<file path="src/rtl/cdb_arbiter_if.sv">
// cdb_arbiter_if: producer request lanes and the registered CDB broadcast.
// master = producers/consumers side, slave = arbiter side.
interface cdb_arbiter_if #(
   parameter int N = 3
);
   logic [N-1:0]    req_valid;
   logic [4*N-1:0]  req_tag;
   logic [32*N-1:0] req_val;
   logic [32*N-1:0] req_addr;
   logic [N-1:0]    req_ready;
   logic            cdb_active;
   logic [3:0]      cdb_tag;
   logic [31:0]     cdb_val;
   logic [31:0]     cdb_addr;
   logic [1:0]      cdb_src;

   modport master (
      output req_valid, req_tag, req_val, req_addr,
      input  req_ready,
      input  cdb_active, cdb_tag, cdb_val, cdb_addr, cdb_src
   );

   modport slave (
      input  req_valid, req_tag, req_val, req_addr,
      output req_ready,
      output cdb_active, cdb_tag, cdb_val, cdb_addr, cdb_src
   );
endinterface

</file>
<file path="src/rtl/cdb_arbiter.sv">
// cdb_arbiter: per-producer FIFOs, round-robin grant onto the registered CDB.
// Ports: clk_in, rst_in (sync, active-low), rdy_in (global stall), flush, bus (slave).
module cdb_arbiter #(
   parameter int         N        = 3,
   parameter int         DEPTH    = 2,
   parameter logic [3:0] TAG_NONE = 4'h0
) (
   input  logic         clk_in,
   input  logic         rst_in,
   input  logic         rdy_in,
   input  logic         flush,
   cdb_arbiter_if.slave bus
);
   localparam int AW = $clog2(DEPTH);
   localparam int CW = AW + 1;

   // entry layout: {tag, val, addr}
   typedef logic [67:0] ent_t;

   ent_t          mem [N][DEPTH];
   logic [AW-1:0] hd  [N];
   logic [AW-1:0] tl  [N];
   logic [CW-1:0] cnt [N];
   logic [1:0]    rr_ptr;

   logic          go;
   logic [N-1:0]  ready;
   logic [N-1:0]  push;
   logic [N-1:0]  pop;
   ent_t          in_ent [N];
   logic          found;
   logic [1:0]    win;
   ent_t          head;

   logic          act_q;
   logic [3:0]    tag_q;
   logic [31:0]   val_q;
   logic [31:0]   addr_q;
   logic [1:0]    src_q;

   assign go = rdy_in && !flush;

   // ready uses the registered count only: a full FIFO never
   // gets credit for a pop happening on the same edge
   always_comb begin
      for (int i = 0; i < N; i++) begin
         in_ent[i] = {bus.req_tag[4*i +: 4],
                      bus.req_val[32*i +: 32],
                      bus.req_addr[32*i +: 32]};
         ready[i]  = go && (cnt[i] < CW'(DEPTH));
         push[i]   = bus.req_valid[i] && ready[i]
                     && (bus.req_tag[4*i +: 4] != TAG_NONE);
      end
   end

   // first non-empty FIFO at or after rr_ptr, wrapping modulo N
   always_comb begin
      logic [1:0] jj;
      found = 1'b0;
      win   = 2'd0;
      jj    = 2'd0;
      for (int k = 0; k < N; k++) begin
         jj = 2'((int'(rr_ptr) + k) % N);
         if (!found && cnt[jj] != '0) begin
            found = 1'b1;
            win   = jj;
         end
      end
      pop = '0;
      if (go && found)
         pop[win] = 1'b1;
      head = mem[win][hd[win]];
   end

   always_ff @(posedge clk_in) begin
      if (!rst_in) begin
         for (int i = 0; i < N; i++) begin
            hd[i]  <= '0;
            tl[i]  <= '0;
            cnt[i] <= '0;
         end
         rr_ptr <= 2'd0;
         act_q  <= 1'b0;
         tag_q  <= TAG_NONE;
         val_q  <= 32'd0;
         addr_q <= 32'd0;
         src_q  <= 2'd0;
      end else if (rdy_in) begin
         if (flush) begin
            for (int i = 0; i < N; i++) begin
               hd[i]  <= '0;
               tl[i]  <= '0;
               cnt[i] <= '0;
            end
            rr_ptr <= 2'd0;
            act_q  <= 1'b0;
            tag_q  <= TAG_NONE;
         end else begin
            for (int i = 0; i < N; i++) begin
               if (push[i]) begin
                  mem[i][tl[i]] <= in_ent[i];
                  tl[i]         <= tl[i] + 1'b1;
               end
               if (pop[i])
                  hd[i] <= hd[i] + 1'b1;
               cnt[i] <= cnt[i] + CW'(push[i]) - CW'(pop[i]);
            end
            if (found) begin
               {tag_q, val_q, addr_q} <= head;
               act_q  <= 1'b1;
               src_q  <= win;
               rr_ptr <= (win == 2'(N - 1)) ? 2'd0 : win + 2'd1;
            end else begin
               act_q <= 1'b0;
               tag_q <= TAG_NONE;
            end
         end
      end
   end

   assign bus.req_ready  = ready;
   assign bus.cdb_active = act_q;
   assign bus.cdb_tag    = tag_q;
   assign bus.cdb_val    = val_q;
   assign bus.cdb_addr   = addr_q;
   assign bus.cdb_src    = src_q;
endmodule

</file>
<file path="src/flat_wrapper.sv">
// flat-port wrapper written by rule: the top's interface ports become plain ports
module cdb_arbiter_flat 
#(
   parameter int         N        = 3,
   parameter int         DEPTH    = 2,
   parameter logic [3:0] TAG_NONE = 4'h0
)
  (clk_in, rst_in, rdy_in, flush, bus_req_valid, bus_req_tag, bus_req_val, bus_req_addr, bus_req_ready, bus_cdb_active, bus_cdb_tag, bus_cdb_val, bus_cdb_addr, bus_cdb_src);
  cdb_arbiter_if #(.N(N)) bus_i ();
  input  logic clk_in;
  input  logic rst_in;
  input  logic rdy_in;
  input  logic flush;
  input wire logic [$bits(bus_i.req_valid)-1:0] bus_req_valid;
  input wire logic [$bits(bus_i.req_tag)-1:0] bus_req_tag;
  input wire logic [$bits(bus_i.req_val)-1:0] bus_req_val;
  input wire logic [$bits(bus_i.req_addr)-1:0] bus_req_addr;
  output wire logic [$bits(bus_i.req_ready)-1:0] bus_req_ready;
  output wire logic [$bits(bus_i.cdb_active)-1:0] bus_cdb_active;
  output wire logic [$bits(bus_i.cdb_tag)-1:0] bus_cdb_tag;
  output wire logic [$bits(bus_i.cdb_val)-1:0] bus_cdb_val;
  output wire logic [$bits(bus_i.cdb_addr)-1:0] bus_cdb_addr;
  output wire logic [$bits(bus_i.cdb_src)-1:0] bus_cdb_src;
  assign bus_i.req_valid = bus_req_valid;
  assign bus_i.req_tag = bus_req_tag;
  assign bus_i.req_val = bus_req_val;
  assign bus_i.req_addr = bus_req_addr;
  assign bus_req_ready = bus_i.req_ready;
  assign bus_cdb_active = bus_i.cdb_active;
  assign bus_cdb_tag = bus_i.cdb_tag;
  assign bus_cdb_val = bus_i.cdb_val;
  assign bus_cdb_addr = bus_i.cdb_addr;
  assign bus_cdb_src = bus_i.cdb_src;
  cdb_arbiter #(.N(N), .DEPTH(DEPTH), .TAG_NONE(TAG_NONE)) u_core (.clk_in(clk_in), .rst_in(rst_in), .rdy_in(rdy_in), .flush(flush), .bus(bus_i));
endmodule
</file>
<file path="config.mk">
export PLATFORM = sky130hd
export DESIGN_NAME = cdb_arbiter_flat
export DESIGN_NICKNAME = d
export VERILOG_FILES = /design/src/rtl/cdb_arbiter_if.sv /design/src/rtl/cdb_arbiter.sv /design/src/flat_wrapper.sv
export SDC_FILE = /design/constraint.sdc
export NUM_CORES = 1
export LEC_CHECK = 0
export CAP_MARGIN = 20
export CORE_AREA = 2 2 200 202
export DETAILED_ROUTE_END_ITERATION = 16
export DIE_AREA = 0 0 202 204
export MAX_ROUTING_LAYER = met4
export PLACE_DENSITY_LB_ADDON = 0.08
export RECOVER_POWER = 25
export SYNTH_ARGS = -nofsm -noshare
export SYNTH_HDL_FRONTEND = slang
export SYNTH_SLANG_ARGS = --single-unit
</file>
<file path="constraint.sdc">
create_clock -name clk_in -period 7.7 [get_ports clk_in]
set_input_delay 1.54 -clock clk_in [delete_from_list [all_inputs] [get_ports clk_in]]
set_output_delay 1.54 -clock clk_in [all_outputs]
set_load 0.05 [all_outputs]
</file>
==> out/results.txt, run 1 <==
mean area per synthesized cell: 13.6 sq um
number of DRC markers in iteration 0: 921
# rows: 73
post-synth top area cell: edfxtp_1
Main synth FF type: edfxtp_1
max_slew headroom: 30.5%
# nets final: 1864
detailed-route via count: 12530
full die area: 0.0412 sq mm
Final GP Congestion: 0.819
CP arrival: 3.42 ns
Num CTS Buffers: 50
YS warnings: 0
postcts setup bufs: 0
TritonCTS clock tree: done
CORE AREA: 0.0392 sq mm
worst vdd ir: 0.200 mV
Total Routing Usage GR: 24.7%
latest clock arrival within the worst-skew pair: 0.57 ns
post-synthesis sequential area ratio: 74.5%
GRT overflow: 0
H-tree Lvls: 2
DP Wirelength: 28800 um
first-pass GRT wire length: 73500 um
RSZ-0062 raised after global routing: false
crit path time final: 4.96 ns
worst path required time: 6.16 ns
Slew @ Worst Pin: 1.04 ns
Die H: 204 um
CTS Buffer Depth: 3
synth top area cells: edfxtp_1 67%, dfxtp_1 7.7%, a211o_1 6.0%
number of global-route vias before repair: 12337
Worst Hold Slack: 0.493 ns
Post-synth EDFFs: 420
Hold Path Class: flip-flop to flip-flop
Final Setup Violations: 0
Via density: 5.64
Post-route DRC: 0
Crit. End Element: primary output
CTS Root Cell: clkbuf_16
kind of critical path: input port to primary output
FF+latch count, synth: 493
highest clock rate: 0.201 GHz
fin crit share: 64.5%
design area: 0.0238 sq mm
Post-Syn Instances: 1390
effective utilization at floorplan: 48.2%
initial antenna violation count: 13
post-CTS resize count: 0
synthesized area: 0.0189 sq mm
Routed wire per std cell: 22.6 um
count of port buffers added during placement: 284
post-synth top area share: 66.7%
Clock Sinks: 493
Fin Setup TNS: 0 ns
largest net degree at the start of global routing: 92
final setup skew: 0.0112 ns
Worst setup SP type: input port
pwr/cell area: 262 mW/mm^2
WL final: 50100 um
Final Hold Viols: 0
Antenna Nets Post-Route: 0
cts hold-fix bufs: 0
final slew viol count: 0
clk slew on worst S/H paths: 0.06 ns
Area Growth Syn to Fin: 25.7%
Chip Width: 202 um
Crit Path Max Fanout: 8
max cap viols: 0
placed cell areas: 0.0222 sq mm
drt first pass iters: 5
P_leak: 0.00814 uW
FFs w/ async S/R, synth: 0%
Mapped Nets: 1609
I/O pins: 285
share of cells above drive strength 1: 5.94%
outcome: complete, no violations
Cell variety after synth: 43
kinds of logic after synthesis:
family / count (synthesis) / synth area share, %
DFF: 493 / 74.5
AOI/OAI and AO/OA: 432 / 14.9
and+or+nand+nor: 337 / 7.14
buffers and inverters: 112 / 2.61
adders and majority gates: 9 / 0.582
xor gates and xnor gates: 6 / 0.278
muxes: 1 / 0.0530
cell type report:
| class | count | area, sq um |
|---|---|---|
| fillers | 3025 | 15400 |
| flip-flops and latches | 493 | 14100 |
| multi-input cells | 785 | 4400 |
| repair buffers | 303 | 2990 |
| clock buffers | 74 | 1430 |
| well taps | 525 | 657 |
| clock inverters | 17 | 130 |
| inverters | 12 | 45.0 |
| diodes | 11 | 27.5 |
synth_stat cells (8+ instances only):
master    number
edfxtp_1     420
nor2_1       159
nand2_1      148
a21oi_1      144
a211o_1      129
dfxtp_1       73
o21ai_0       67
a31oi_1       64
clkbuf_1      51
buf_2         25
buf_1         16
inv_1         12
ha_1           8
flip-flops by register name, indices dropped and copies added (netlist names):
register               count
u_core.mem               408
u_core.bus.cdb_val        32
u_core.bus.cdb_src         2
u_core.tl                  3
u_core.bus.cdb_tag         4
u_core.rr_ptr              2
u_core.cnt                 6
u_core.bus.cdb_addr       32
u_core.bus.cdb_active      1
u_core.hd                  3
power breakdown:
part / leakage [uW] / internal, uW / switching [uW]
sequential: 0.00441 / 2960 / 35.6
clock: 0.000763 / 1350 / 971
combinational: 0.00296 / 330 / 565
worst max-delay path, cell delays in order:
cell             delay (ns)
clkdlybuf4s50_1        0.49
inv_1                  0.17
nand2_1                0.24
nor2_1                 0.17
clkdlybuf4s50_1        0.81
final timing paths:
check,start,to,slack (ns),depth (start not counted)
worst max-delay path,flush,bus_req_ready[1],2.74,5
worst min-delay path,u_core.bus.cdb_tag[1],u_core.bus.cdb_tag[1],0.49,1
worst max register to register,u_core.rr_ptr[0],u_core.bus.cdb_tag[3],3.58,9
worst min register to register,u_core.bus.cdb_tag[1],u_core.bus.cdb_tag[1],0.49,1
placed cells by master, fill, tap and decap left out, types with 5 or more instances in the layout:
cell	n
a211o_1	129
a21o_1	5
a21oi_1	144
a31oi_1	64
buf_4	18
clkbuf_1	16
clkbuf_16	51
clkbuf_8	7
clkdlybuf4s50_1	159
clkinv_1	10
dfxtp_1	73
diode_2	11
dlygate4sd3_1	124
edfxtp_1	420
ha_1	8
inv_1	12
nand2_1	147
nor2_1	159
o21ai_0	67
stage by stage:
stage	instances	utilization, %	total power [uW]	worst slack, ns
final	2220	60.6	6210	2.74
after detailed placement	2118	56.6	3960	2.74
after global routing	2218	60.6	6430	2.63
after floorplan	1390	-	3610	0.392
after global placement	2118	56.6	3950	2.82
after CTS	2209	60.6	6280	2.74
layer usage:
metal	wire length, um	track usage (%)
met5	0	-
met4	1150	8.19
met3	3650	4.32
met2	23600	38.1
met1	21700	33.4
(Power assumes the default switching activity.)
==> inputs of run 2 (changes only) <==
--- a/config.mk
+++ b/config.mk
@@ -6,9 +6,9 @@
 export NUM_CORES = 1
 export LEC_CHECK = 0
 export CAP_MARGIN = 20
-export CORE_AREA = 2 2 200 202
+export CORE_AREA = 2 2 198 200
 export DETAILED_ROUTE_END_ITERATION = 16
-export DIE_AREA = 0 0 202 204
+export DIE_AREA = 0 0 200 202
 export MAX_ROUTING_LAYER = met4
 export PLACE_DENSITY_LB_ADDON = 0.08
 export RECOVER_POWER = 25
==> constraint.sdc (replaced) <==
create_clock -name clk_in -period 4.9 [get_ports clk_in]
set_input_delay 0.98 -clock clk_in [delete_from_list [all_inputs] [get_ports clk_in]]
set_output_delay 0.98 -clock clk_in [all_outputs]
set_load 0.05 [all_outputs]
==> run 2 against run 1 <==
  * Wire length is 2.0% higher
  * Critical path depth unchanged
  * Flip-flop and latch count is the same
  * Critical endpoint unchanged
  * Largest cell class unchanged
  * Highest routed layer unchanged
==> out/results.txt, run 2 (same netlist as run 1, synthesis figures left out) <==
Final Setup Violations: 0 (unchanged)
worst vdd ir: 0.290 mV (was 0.200 mV)
Worst setup SP type: input port (unchanged)
highest clock rate: 0.254 GHz
Hold Path Class: flip-flop to flip-flop (unchanged)
Fin Setup TNS: 0 ns (unchanged)
CP arrival: 2.96 ns (was 3.42 ns)
max cap viols: 0 (unchanged)
share of cells above drive strength 1: 6.45% (was 5.94%)
CP max-delay cell: clkdlybuf4s50_1 (unchanged)
commonest non-fill, non-tap cell in the layout: edfxtp_1 (unchanged)
P_leak: 0.00823 uW (was 0.00814 uW)
Total Power: 9930 uW (was 6210 uW)
final slew viol count: 0 (unchanged)
drt first pass iters: 5 (unchanged)
Post-route DRC: 0 (unchanged)
crit path time final: 3.94 ns
delay-heaviest family, CP: buffers and inverters (unchanged)
Num CTS Buffers: 50 (unchanged)
initial antenna violation count: 14 (was 13)
# nets final: 1868 (was 1864)
GRT overflow: 0 (unchanged)
Final Util: 62.6% (was 60.6%)
Via density: 5.73 (was 5.64)
clk slew on worst S/H paths: 0.06 ns (about the same)
outcome: complete, no violations (unchanged)
count of port buffers added during placement: 284 (unchanged)
Slew @ Worst Pin: 1.03 ns (was 1.04 ns)
max_slew headroom: 31.3% (was 30.5%)
Cell Count, Final, Fillers Out: 2220 (unchanged)
# rows: 72 (was 73)
Worst Path Buf+Inv: 3 (unchanged)
effective utilization at floorplan: 49.4% (was 48.2%)
kind of critical path: input port to primary output (unchanged)
Routed wire per std cell: 23.0 um (was 22.6 um)
Antenna Nets Post-Route: 0 (unchanged)
Crit Path Max Fanout: 8 (unchanged)
Final GP Congestion: 0.819 (about the same)
latest clock arrival within the worst-skew pair: 0.56 ns (was 0.57 ns)
RSZ-0062 raised after global routing: false (unchanged)
Chip Width: 200 um (was 202 um)
number of global-route vias before repair: 12549 (was 12337)
Die H: 202 um (was 204 um)
detailed-route via count: 12726 (was 12530)
CTS Buffer Depth: 3 (unchanged)
postcts setup bufs: 0 (unchanged)
TritonCTS clock tree: done (unchanged)
largest net degree at the start of global routing: 132 (was 92)
CP cell instances: clkdlybuf4s50_1 -> inv_1 -> nand2_1 -> nor2_1 -> clkdlybuf4s50_1 (unchanged)
DP Wirelength: 29500 um (was 28800 um)
Final Hold Viols: 0 (unchanged)
max reg flops: 408 (unchanged)
WL final: 51100 um (was 50100 um)
number of DRC markers in iteration 0: 1043 (was 921)
placed cell count: 2115 (was 2118)
first-pass GRT wire length: 74700 um (was 73500 um)
full die area: 0.0404 sq mm (was 0.0412 sq mm)
final setup skew: 0.00773 ns (was 0.0112 ns)
Area Growth Syn to Fin: 26.8% (was 25.7%)
H-tree Lvls: 2 (unchanged)
crit-path most repeated cell: clkdlybuf4s50_1 (unchanged)
filler cell count: 2942 (was 3025)
Crit. End Element: primary output (unchanged)
commonest cells after routing, fill and taps aside: 420 x edfxtp_1, 159 x nor2_1, 159 x clkdlybuf4s50_1 (unchanged)
fin crit share: 80.5%
post-CTS resize count: 0 (unchanged)
pwr/cell area: 414 mW/mm^2 (was 262 mW/mm^2)
Total Routing Usage GR: 25.9% (was 24.7%)
CTS Root Cell: clkbuf_16 (unchanged)
CP max stage delay: 0.82 ns (was 0.81 ns)
worst path required time: 3.92 ns (was 6.16 ns)
Clock Sinks: 493 (unchanged)
cts hold-fix bufs: 0 (unchanged)
I/O pins: 285 (unchanged)
CORE AREA: 0.0383 sq mm (was 0.0392 sq mm)
==> run 2: cell types whose count changed in the layout (fill, tap and decap cells not counted), sizes merged <==
cell / delta
buf: +4
clkinv: +1
clkinvlp: +1
inv: -2
bufinv: +2
clkbuf: +1
==> run 2: path summary, 6_finish.rpt <==
kind | cells past startpoint | slack, ns | start | to
min reg2reg | 1 | 0.49 | u_core.bus.cdb_tag[2] | u_core.bus.cdb_tag[2]
max | 5 | 0.96 | flush | bus_req_ready[1]
max reg2reg | 11 | 1.22 | u_core.rr_ptr[1] | u_core.bus.cdb_val[11]
min | 1 | 0.49 | u_core.bus.cdb_tag[2] | u_core.bus.cdb_tag[2]
==> run 2: report_power, final <==
| group | total [uW] | switching [uW] | internal [uW] | leakage (uW) |
|---|---|---|---|---|
| clock | 3780 | 1520 | 2260 | 0.000804 |
| sequential | 4710 | 57.6 | 4660 | 0.00441 |
| combinational | 1440 | 902 | 534 | 0.00301 |
| total | 9930 | 2480 | 7450 | 0.00823 |
==> run 2: metal layers <==
metal  global-route usage [%]  share of wire [%]  vias up
met5                        -                  0        -
met4                     8.68                2.4        0
met3                     4.12                7.8       93
met2                     40.7                 48      534
met1                     34.7                 42     6337
li1                         -                  -     5762
==> run 2: final cells by class <==
class	instances	area, sq um	area share [%]
antenna	11	27.5	0.115
clock buffer	75	1460	6.09
clock inverter	19	189	0.788
inverter	12	45.0	0.188
multi-input combinational	785	4400	18.3
sequential	493	14100	58.7
tap	518	648	2.70
timing repair buffer	307	3120	13.0
==> run 2: worst reg2reg max path, delay by kind of cell (launching register included) <==
family                   cells  cell delay, ns
AND/OR/NAND/NOR              3            0.89
buffers and inverters        3            1.33
flip-flops                   1            0.35
adder cells (fa/ha/maj)      1            0.26
AO/OA/AOI/OAI                4            0.79
==> run 2: stage by stage <==
step	instance area, sq um	setup slack, ns	hold slack (ns)
floorplan	18900	-1.85	0.461
global placement	22300	1.03	0.472
detailed placement	22300	0.994	0.478
CTS	23900	0.986	0.491
global route	24000	0.833	0.520
finish	24000	0.957	0.490
==> inputs of run 3 (changes only) <==
--- a/config.mk
+++ b/config.mk
@@ -6,9 +6,9 @@
 export NUM_CORES = 1
 export LEC_CHECK = 0
 export CAP_MARGIN = 20
-export CORE_AREA = 2 2 198 200
+export CORE_AREA = 2 2 200 202
 export DETAILED_ROUTE_END_ITERATION = 16
-export DIE_AREA = 0 0 200 202
+export DIE_AREA = 0 0 202 204
 export MAX_ROUTING_LAYER = met4
 export PLACE_DENSITY_LB_ADDON = 0.08
 export RECOVER_POWER = 25
==> constraint.sdc (replaced) <==
create_clock -name clk_in -period 3.3 [get_ports clk_in]
set_input_delay 0.66 -clock clk_in [delete_from_list [all_inputs] [get_ports clk_in]]
set_output_delay 0.66 -clock clk_in [all_outputs]
set_load 0.05 [all_outputs]
==> run 3 against run 2 <==
  * Worst setup slack got worse by 0.74 ns
  * Combinational power grew 53%
  * Highest routed layer unchanged
  * Final area is 2.2% higher
==> out/results.txt, run 3 (same netlist as run 1, synthesis figures left out) <==
outcome: complete, no violations (unchanged)
H-tree Lvls: 2 (unchanged)
Chip Width: 202 um (was 200 um)
detailed-route via count: 12787 (was 12726)
WL final: 52000 um (was 51100 um)
worst r2r src: u_core.rr_ptr[0] (was u_core.rr_ptr[1])
Worst R2R End: u_core.cnt[0][1] (was u_core.bus.cdb_val[11])
design area: 0.0245 sq mm (was 0.0240 sq mm)
max cap viols: 0 (unchanged)
highest clock rate: 0.325 GHz
commonest non-fill, non-tap cell in the layout: edfxtp_1 (unchanged)
Slew @ Worst Pin: 1.08 ns (was 1.03 ns)
Clk pwr share: 39.9% (was 38.1%)
Crit. End Element: flip-flop (was primary output)
Hold Path Class: flip-flop to flip-flop (unchanged)
Via density: 5.71 (was 5.73)
DP Wirelength: 30400 um (was 29500 um)
Cell Count, Final, Fillers Out: 2240 (was 2220)
cts hold-fix bufs: 0 (unchanged)
CTS Root Cell: clkbuf_16 (unchanged)
Psw: 3760 uW (was 2480 uW)
clk slew on worst S/H paths: 0.06 ns (about the same)
pwr/cell area: 626 mW/mm^2 (was 414 mW/mm^2)
CP cell instances: inv_1 -> ha_1 -> or2_1 -> o22ai_1 -> nand2_1 -> o21ai_1 -> nor3_2 -> nand2_1 -> inv_1 -> ha_1 -> inv_1 -> ha_1 -> xor2_1 -> xnor2_1 -> nor2_1 (was clkdlybuf4s50_1 -> inv_1 -> nand2_1 -> nor2_1 -> clkdlybuf4s50_1)
Post-route DRC: 0 (unchanged)
Final Setup Violations: 0 (unchanged)
Worst setup SP type: flip-flop (was input port)
Num CTS Buffers: 50 (unchanged)
max reg flops: 408 (unchanged)
Final Hold Viols: 0 (unchanged)
RSZ-0062 raised after global routing: false (unchanged)
CP max stage delay: 0.38 ns (was 0.82 ns)
Crit Path Max Fanout: 7 (was 8)
CP arrival: 3.39 ns (was 2.96 ns)
sequential share of power: 45.7% (was 47.5%)
first-pass GRT wire length: 76800 um (was 74700 um)
post-CTS resize count: 0 (unchanged)
placed cell areas: 0.0227 sq mm (was 0.0223 sq mm)
Final GP Congestion: 0.853 (was 0.819)
drt first pass iters: 7 (was 5)
Die H: 204 um (was 202 um)
dpl ws: 0.181 ns (was 0.994 ns)
postcts setup bufs: 0 (unchanged)
Worst R2R Setup Slack: 0.22 ns (was 1.22 ns)
max_slew headroom: 27.9% (was 31.3%)
# nets final: 1883 (was 1868)
GRT overflow: 0 (unchanged)
Worst Path Buf+Inv: 3 (unchanged)
crit path time final: 3.08 ns
Antenna Nets Post-Route: 0 (unchanged)
Area Growth Syn to Fin: 29.5% (was 26.8%)
commonest cells after routing, fill and taps aside: 420 x edfxtp_1, 158 x nor2_1, 156 x clkdlybuf4s50_1 (was 420 x edfxtp_1, 159 x nor2_1, 159 x clkdlybuf4s50_1)
full die area: 0.0412 sq mm (was 0.0404 sq mm)
P_leak: 0.00844 uW (was 0.00823 uW)
largest net degree at the start of global routing: 139 (was 132)
number of DRC markers in iteration 0: 987 (was 1043)
CORE AREA: 0.0392 sq mm (was 0.0383 sq mm)
reg2reg path depth: 15 (was 11)
Setup WS post-layout: 0.221 ns (was 0.957 ns)
Total Routing Usage GR: 25.8% (was 25.9%)
Routed wire per std cell: 23.2 um (was 23.0 um)
final slew viol count: 0 (unchanged)
final setup skew: 0.0164 ns (was 0.00773 ns)
part of the power in combinational logic: 14.4% (was 14.5%)
CP endpoint: u_core.cnt[0][1] (was bus_req_ready[1])
placed cell count: 2137 (was 2115)
Final Util: 62.5% (was 62.6%)
filler cell count: 2997 (was 2942)
Stages on worst setup path: 15 (was 5)
initial antenna violation count: 14 (unchanged)
Fin Setup TNS: 0 ns (unchanged)
worst vdd ir: 0.415 mV (was 0.290 mV)
count of port buffers added during placement: 284 (unchanged)
delay-heaviest family, CP: adder cells (was buffers and inverters)
# rows: 73 (was 72)
kind of critical path: flip-flop to flip-flop (was input port to primary output)
TritonCTS clock tree: done (unchanged)
Clock Sinks: 493 (unchanged)
share of cells above drive strength 1: 8.04% (was 6.45%)
worst path required time: 3.61 ns (was 3.92 ns)
fin crit share: 93.3%
Pint: 11600 uW (was 7450 uW)
number of global-route vias before repair: 12625 (was 12549)
latest clock arrival within the worst-skew pair: 0.57 ns (was 0.56 ns)
effective utilization at floorplan: 48.2% (was 49.4%)
Switching Fraction: 24.5% (was 24.9%)
CP max-delay cell: ha_1 (was clkdlybuf4s50_1)
Critical Path Start: u_core.rr_ptr[0] (was flush)
I/O pins: 285 (unchanged)
CTS Buffer Depth: 3 (unchanged)
-- run 3: cell types whose count changed in the layout (fill, tap and decap cells not counted), moves of 3 or more --
cell	delta
nor3_4	+3
clkinv_1	-4
buf_12	+19
clkdlybuf4s50_1	-3
bufinv_16	+7
clkbuf_1	-3
-- run 3: layer usage --
layer,global-route usage [%],up-vias,share of wire (%)
met4,8.48,0,2.3
met1,34.9,6370,43
li1,-,5810,-
met2,40.0,530,47
met5,-,-,0
met3,4.38,77,7.3
-- run 3: power by group through the flow --
stage          combinational [uW]  sequential [uW]  clock (uW)
5_1_grt                      2360             7010        6460
3_5_place_dp                 2230             7130           0
2_1_floorplan                1040             7390           0
6_report                     2210             7000        6110
4_1_cts                      2240             7000        6210
3_3_place_gp                 2220             7120           0
-- run 3: worst min path at each step --
stage	cells after the start	slack, ns	to	startpoint
6_report	1	0.53	u_core.bus.cdb_tag[0]	u_core.bus.cdb_tag[0]
5_1_grt	1	0.54	u_core.bus.cdb_tag[2]	u_core.bus.cdb_tag[2]
4_1_cts	1	0.53	u_core.bus.cdb_tag[0]	u_core.bus.cdb_tag[0]
3_5_place_dp	1	0.51	u_core.bus.cdb_tag[0]	u_core.bus.cdb_tag[0]
3_3_place_gp	1	0.51	u_core.bus.cdb_tag[2]	u_core.bus.cdb_tag[2]
2_1_floorplan	2	0.46	u_core.rr_ptr[0]	u_core.rr_ptr[0]
-- run 3: worst register-to-register path: cells and delay by family (launching register included) --
kind	cells	cell delay, ns
adders and majority gates	3	0.84
and+or+nand+nor	5	0.63
AOI/OAI and AO/OA	2	0.50
DFF	1	0.37
xor gates and xnor gates	2	0.33
buffers and inverters	3	0.16
-- run 3: per-stage QoR --
stage	hold WS, ns	power (uW)
finish	0.526	15300
detailed placement	0.506	9360
CTS	0.529	15500
global route	0.540	15800
floorplan	0.461	8430
global placement	0.513	9340
-- run 3: final cells by class --
type	instances	area (sq um)	share of cell area (%)
tap	525	657	2.68
clock buffer	69	1380	5.65
timing repair buffer	322	3470	14.2
sequential	493	14100	57.5
antenna	10	25.0	0.102
inverter	12	45.0	0.184
multi-input combinational	785	4430	18.1
clock inverter	24	403	1.65
